--- config.mk ---
export PLATFORM = sky130hd
export DESIGN_NAME = pet_update_scheduler
export DESIGN_NICKNAME = d
export VERILOG_FILES = /design/src/rtl/pet_update_scheduler.sv
export SDC_FILE = /design/constraint.sdc
export NUM_CORES = 1
export LEC_CHECK = 0
export CAP_MARGIN = 40
export CORE_MARGIN = 3
export CORE_UTILIZATION = 50
export CTS_BUF_LIST = sky130_fd_sc_hd__clkbuf_2 sky130_fd_sc_hd__clkbuf_4 sky130_fd_sc_hd__clkbuf_8
export DETAILED_ROUTE_END_ITERATION = 7
export PLACE_DENSITY = 0.79
export REMOVE_ABC_BUFFERS = 1
export SETUP_SLACK_MARGIN = 0.02
export SLEW_MARGIN = 20
export SYNTH_ARGS = -nofsm -noshare
export SYNTH_HDL_FRONTEND = slang
export SYNTH_SLANG_ARGS = --single-unit
--- constraint.sdc ---
create_clock -name clk -period 9 [get_ports clk]
set_input_delay 2.25 -clock clk [delete_from_list [all_inputs] [get_ports clk]]
set_output_delay 2.25 -clock clk [all_outputs]
set_load 0.1 [all_outputs]
--- src/rtl/pet_update_scheduler.sv ---
// Single write-path sequencer for the pet stats: merges periodic decay ticks with
// edge-triggered user actions and issues one stat update at a time over valid/ready.
module pet_update_scheduler #(
    parameter logic [23:0] TICK_COUNT = 24'd10_000_000,
    parameter logic [3:0]  ACT_AMOUNT = 4'd3,
    parameter logic [7:0]  COOLDOWN   = 8'd8
) (
    input  logic       clk,
    input  logic       rst,
    input  logic [5:0] req,
    input  logic [3:0] rand_in,
    output logic       upd_valid,
    input  logic       upd_ready,
    output logic [2:0] upd_sel,
    output logic       upd_inc,
    output logic [3:0] upd_amount,
    output logic [5:0] grant,
    output logic       decay_tick,
    output logic       overrun,
    output logic       busy
);

    typedef enum logic [1:0] {
        S_IDLE,
        S_ACT,
        S_DECAY
    } state_t;

    state_t      state_q, state_d;
    logic [23:0] tick_q, tick_d;
    logic [5:0]  req_q, req_prev_q;
    logic [5:0]  act_pend_q, act_pend_d;
    logic        decay_pend_q, decay_pend_d;
    logic [7:0]  cool_q, cool_d;
    logic [2:0]  rr_q, rr_d;
    logic        valid_q, valid_d;
    logic [2:0]  sel_q, sel_d;
    logic        inc_q, inc_d;
    logic [3:0]  amt_q, amt_d;
    logic [5:0]  grant_q, grant_d;
    logic        tick_pulse_q, tick_pulse_d;
    logic        overrun_q, overrun_d;
    logic        busy_q, busy_d;

    logic [5:0]  req_rise;
    logic        tick_wrap;
    logic        ovr_hit;
    logic [5:0]  act_clr;
    logic        cool_load;
    logic        decay_take;
    logic [2:0]  win_idx;
    logic [3:0]  decay_amt;
    logic [2:0]  cand_idx [6];
    logic [5:0]  cand_hit;
    logic        unused_rand;

    function automatic logic [2:0] wrap6(input logic [3:0] v);
        logic [3:0] t;
        t = (v >= 4'd6) ? (v - 4'd6) : v;
        return t[2:0];
    endfunction

    // Only bit 0 of the random source chooses between a decay of 1 or 2.
    assign unused_rand = ^rand_in[3:1];
    assign decay_amt   = 4'd1 + {3'b000, rand_in[0]};

    assign req_rise  = req_q & ~req_prev_q;
    assign tick_wrap = (tick_q == TICK_COUNT - 24'd1);
    assign ovr_hit   = tick_wrap & (decay_pend_q | (state_q == S_DECAY));

    // Candidate gi is the stat gi places above the round-robin pointer.
    genvar gi;
    generate
        for (gi = 0; gi < 6; gi++) begin : g_cand
            assign cand_idx[gi] = wrap6({1'b0, rr_q} + 4'(gi));
            assign cand_hit[gi] = act_pend_q[cand_idx[gi]];
        end
    endgenerate

    always_comb begin
        win_idx = 3'd0;
        for (int k = 5; k >= 0; k--) begin
            if (cand_hit[k]) begin
                win_idx = cand_idx[k];
            end
        end
    end

    always_comb begin
        state_d    = state_q;
        valid_d    = valid_q;
        sel_d      = sel_q;
        inc_d      = inc_q;
        amt_d      = amt_q;
        rr_d       = rr_q;
        grant_d    = 6'd0;
        act_clr    = 6'd0;
        cool_load  = 1'b0;
        decay_take = 1'b0;
        unique case (state_q)
            S_IDLE: begin
                if (decay_pend_q) begin
                    state_d    = S_DECAY;
                    decay_take = 1'b1;
                    sel_d      = 3'd0;
                    inc_d      = 1'b0;
                end else if ((act_pend_q != 6'd0) && (cool_q == 8'd0)) begin
                    state_d = S_ACT;
                    valid_d = 1'b1;
                    sel_d   = win_idx;
                    inc_d   = 1'b1;
                    amt_d   = ACT_AMOUNT;
                end
            end
            S_ACT: begin
                if (upd_ready) begin
                    grant_d   = 6'd1 << sel_q;
                    act_clr   = 6'd1 << sel_q;
                    rr_d      = wrap6({1'b0, sel_q} + 4'd1);
                    cool_load = 1'b1;
                    valid_d   = 1'b0;
                    state_d   = S_IDLE;
                end
            end
            S_DECAY: begin
                // First DECAY cycle only samples rand_in; later commands follow back-to-back.
                if (!valid_q) begin
                    valid_d = 1'b1;
                    amt_d   = decay_amt;
                end else if (upd_ready) begin
                    if (sel_q == 3'd5) begin
                        valid_d = 1'b0;
                        state_d = S_IDLE;
                    end else begin
                        sel_d = sel_q + 3'd1;
                        amt_d = decay_amt;
                    end
                end
            end
            default: begin
                state_d = S_IDLE;
                valid_d = 1'b0;
            end
        endcase
    end

    always_comb begin
        tick_d       = tick_wrap ? 24'd0 : (tick_q + 24'd1);
        tick_pulse_d = tick_wrap;
        overrun_d    = overrun_q | ovr_hit;
        decay_pend_d = (decay_pend_q & ~decay_take) | (tick_wrap & ~ovr_hit);
        act_pend_d   = (act_pend_q & ~act_clr) | req_rise;
        busy_d       = (state_d != S_IDLE);
        if (cool_load) begin
            cool_d = COOLDOWN;
        end else if (cool_q != 8'd0) begin
            cool_d = cool_q - 8'd1;
        end else begin
            cool_d = 8'd0;
        end
    end

    always_ff @(posedge clk) begin
        if (rst) begin
            state_q      <= S_IDLE;
            tick_q       <= 24'd0;
            req_q        <= 6'd0;
            req_prev_q   <= 6'd0;
            act_pend_q   <= 6'd0;
            decay_pend_q <= 1'b0;
            cool_q       <= 8'd0;
            rr_q         <= 3'd0;
            valid_q      <= 1'b0;
            sel_q        <= 3'd0;
            inc_q        <= 1'b0;
            amt_q        <= 4'd0;
            grant_q      <= 6'd0;
            tick_pulse_q <= 1'b0;
            overrun_q    <= 1'b0;
            busy_q       <= 1'b0;
        end else begin
            state_q      <= state_d;
            tick_q       <= tick_d;
            req_q        <= req;
            req_prev_q   <= req_q;
            act_pend_q   <= act_pend_d;
            decay_pend_q <= decay_pend_d;
            cool_q       <= cool_d;
            rr_q         <= rr_d;
            valid_q      <= valid_d;
            sel_q        <= sel_d;
            inc_q        <= inc_d;
            amt_q        <= amt_d;
            grant_q      <= grant_d;
            tick_pulse_q <= tick_pulse_d;
            overrun_q    <= overrun_d;
            busy_q       <= busy_d;
        end
    end

    assign upd_valid  = valid_q;
    assign upd_sel    = sel_q;
    assign upd_inc    = inc_q;
    assign upd_amount = amt_q;
    assign grant      = grant_q;
    assign decay_tick = tick_pulse_q;
    assign overrun    = overrun_q;
    assign busy       = busy_q;

endmodule

==> Implementation_results.wiki <==
{| class="wikitable"
! Metric !! Value
|-
| Outcome || finished, final reports clean
|-
| Time the worst path needs with I/O delays and setup || 3.94 ns
|-
| Cell at the root of the clock tree || clkbuf_8
|-
| Top Ports || 31
|-
| Count of antenna diodes in the layout || 0
|-
| Row cnt || 31
|-
| Clk Latency, worst-skew pair || 0.34 ns
|-
| Most frequently used flop master after synthesis || dfxtp_1
|-
| Share of final-layout standard cells stronger than drive strength 1 || 9.74%
|-
| Post-synth EDFFs || 0
|-
| Total global-route track usage || 21.0%
|-
| Hold Slack || 0.446 ns
|-
| Number of max-cap violations || 0
|-
| Floorplan die width || 93.4 µm
|-
| Fraction of registers with async set/reset || 0%
|-
| Antenna violations before repair || 0
|-
| DRC violation total after the first TritonRoute iteration || 136
|-
| Die Outline Area || 8710 µm²
|-
| Number of slew-limit violations in the final report || 0
|-
| Routability-driven placement congestion ratio || 0.882
|-
| Power density over cell area || 261 nW/µm²
|-
| Layout Cell Area excl Fill || 4570 µm²
|-
| Achievable clock frequency || 254 MHz
|-
| Setup TNS || 0 ns
|-
| Hold buffer count at CTS || 0
|-
| Cell with the largest stage delay on the worst path || clkdlybuf4s50_1
|-
| Crit Path Category || in2reg
|-
| CP arrival || 4.23 ns
|-
| Worst hold start || tick_q[0]$_SDFF_PP0_
|-
| Setup repair after global routing missed its margin || no
|-
| Leading cell type in the layout, fill and taps excluded || dfxtp_1
|-
| Slew at the pin closest to its max-slew limit || 0.672 ns
|-
| Crit Reg-Reg Startpoint || rr_q[1]$_SDFFE_PP0P_
|-
| Number of inserted filler cells in the final layout || 584
|-
| Final setup violation count || 0
|-
| Deepest clock path buffer count || 2
|-
| Multi-input gate area || 2220 µm²
|-
| Clock tree from TritonCTS || yes
|-
| Flip-flop and latch count after synthesis || 72
|-
| Cells along the critical path || clkdlybuf4s50_1, and2_1, a41oi_1, or2_2, a221o_1, a2111oi_2, a211o_1
|-
| Crit Path Max Fanout || 5
|-
| First element of the critical path || upd_ready
|-
| Worst setup slack after layout || 5.06 ns
|-
| Sequential share of the synthesized area || 37.8%
|-
| Count of buffers inserted at the top-level ports || 25
|-
| Clock transition at path regs || 0.07 ns
|-
| Seq. cell area || 1440 µm²
|-
| Static leakage || 1.75 nW
|-
| First-pass GRT wire length || 14700 µm
|-
| Antenna-violating nets left || 0
|-
| Detailed-route DRC error count || 0
|-
| Average cell area after synthesis || 8.46 µm²
|-
| Area growth syn-to-layout || 19.7%
|-
| Most frequent cells in the layout || 72 x dfxtp_1, 67 x nor2_1, 26 x nand2_1, 26 x a21oi_1, 25 x clkdlybuf4s50_1
|-
| Hold Crit Class || reg2reg
|-
| Slew headroom || 54.9%
|-
| Final hold viol count || 0
|-
| Wirelength per Cell || 14.5 µm
|-
| Clock Skew || 0.00659 ns
|-
| DR vias || 3358
|-
| Summed instance area of the synthesized netlist || 3810 µm²
|-
| Highest ir drop seen on vdd || 133 µV
|-
| Area of the core || 7330 µm²
|-
| Largest stage delay, worst path || 0.54 ns
|-
| CP endpoint kind || flop
|-
| Placement-stage worst setup slack || 4.71 ns
|-
| Post-placement cell area || 4370 µm²
|-
| Pin count of the biggest net entering global routing || 37
|-
| Clock Sinks || 72
|-
| Via count of the first global-routing pass || 3243
|-
| Data required time at the worst endpoint || 9.29 ns
|-
| Placed wire-length estimate || 6340 µm
|-
| Y dimension of the die || 93.4 µm
|-
| Synthesized netlist cell count || 451
|-
| Remaining global-route overflow || 0
|-
| Starting utilization of the core area || 52.0%
|-
| Crit share post-route || 43.8%
|-
| Number of warnings issued by yosys || 0
|-
| Via count normalized by instance count || 5.67
|-
| Slack of the worst reg-to-reg path || 6.07 ns
|-
| Detailed Route WL || 8610 µm
|-
| CTS buffer count || 9
|-
| Final net count || 516
|-
| Kind of start point of the critical path || input port
|-
| First-pass iteration count of the detailed router || 5
|-
| H-tree levels || 3
|-
| Number of distinct library cells after synthesis || 66
|-
| Postcts setup bufs || 0
|-
| Count of cells resized by post-cts repair || 0
|}
==> area by class of cell <==
| class | instances | share of cell area (%) |
|---|---|---|
| Clock buffer | 9 | 2.71 |
| Sequential cell | 72 | 31.6 |
| Inverter | 22 | 1.81 |
| Clock inverter | 7 | 1.59 |
| Timing Repair Buffer | 43 | 11.1 |
| Multi-Input combinational cell | 340 | 48.5 |
| Tap cell | 99 | 2.71 |
==> per-stage QoR <==
step                instances  utilization (%)  power [W]
finish                    592             62.3    0.00119
global route              592             62.3    0.00126
CTS                       592             62.3    0.00119
detailed placement        576             59.6   0.000941
global placement          560             56.3   0.000873
floorplan                 434                -   0.000784
==> flip-flops by register name (all words and copies together), names as in the netlist <==
signal / flops
tick_q: 24
cool_q: 8
act_pend_q: 6
grant: 6
req_prev_q: 6
req_q: 6
rr_q: 3
upd_sel: 3
state_q: 2
upd_amount: 2
busy: 1
decay_pend_q: 1
decay_tick: 1
overrun: 1
upd_inc: 1
upd_valid: 1
==> where the power goes <==
| part | internal (W) | switching, W | leakage (nW) | total [W] |
|---|---|---|---|---|
| sequential | 0.000360 | 0.0000496 | 0.587 | 0.000409 |
| clock | 0.000128 | 0.000122 | 0.0952 | 0.000249 |
| combinational | 0.000211 | 0.000321 | 1.07 | 0.000532 |
| total | 0.000699 | 0.000492 | 1.75 | 0.00119 |
==> logic make-up (layout without fill, tap and decap cells) <==
family	after synthesis	after routing	share of synthesized area, %
AOI/OAI and AO/OA	79	79	14.5
and+or+nand+nor	199	199	27.4
buffers and inverters	40	81	4.20
DFF	72	72	37.8
other	1	2	0.0983
adders and majority gates	15	15	4.92
muxes	11	11	3.28
xor gates and xnor gates	34	34	7.81
==> metal layers <==
| layer | GRT usage (%) | part of all wire [%] | up-vias | wire, µm |
|---|---|---|---|---|
| met2 | 34.4 | 48 | 93 | 4140 |
| met4 | 9.16 | 2.3 | 0 | 195 |
| met3 | 4.75 | 4.8 | 19 | 413 |
| met5 | 0 | 0 | - | 0 |
| met1 | 26.4 | 45 | 1595 | 3860 |
| li1 | - | - | 1651 | - |
==> critical path, delay by kind of cell <==
kind / cells / cell delay (ns)
compound gates: 4 / 0.94
simple gates: 2 / 0.50
buf+inv: 1 / 0.54
==> worst paths after layout <==
check | cells after the start | endpoint
worst min register to register | 1 | tick_q[0]$_SDFF_PP0_
worst max-delay path | 7 | upd_sel[0]$_SDFFE_PP0P_
worst min-delay path | 1 | tick_q[0]$_SDFF_PP0_
worst max register to register | 8 | upd_sel[0]$_SDFFE_PP0P_
==> Yosys cell counts, drive strengths merged (2+ instances only) <==
cell	number	area share, %
o21ai	8	1.0
and3	4	0.66
clkbuf	13	1.3
a211o	3	0.72
o21bai	2	0.39
a31oi	2	0.33
mux2i	8	2.1
a311oi	5	1.3
or3	5	0.85
o211ai	6	1.2
nand3	15	2.3
nor3b	2	0.39
a21oi	26	3.4
and4	3	0.69
a2111oi	2	0.62
nand2b	6	0.98
nor3	12	1.6
xor2	15	3.4
nor2	67	6.6
xnor2	19	4.4
inv	22	2.2
a41oi	2	0.46
buf	5	0.75
ha	15	4.9
nand2	27	2.7
dfxtp	72	38
a21o	2	0.39
or4	3	0.72
a211oi	8	1.6
or2	3	0.49
nand4	7	1.1
o2111a	2	0.59
nor2b	22	3.6
and2	7	1.1
o311ai	2	0.46
nand3b	3	0.59
mux2	2	0.59
nor4	8	1.7
(Power assumes the default switching activity.)
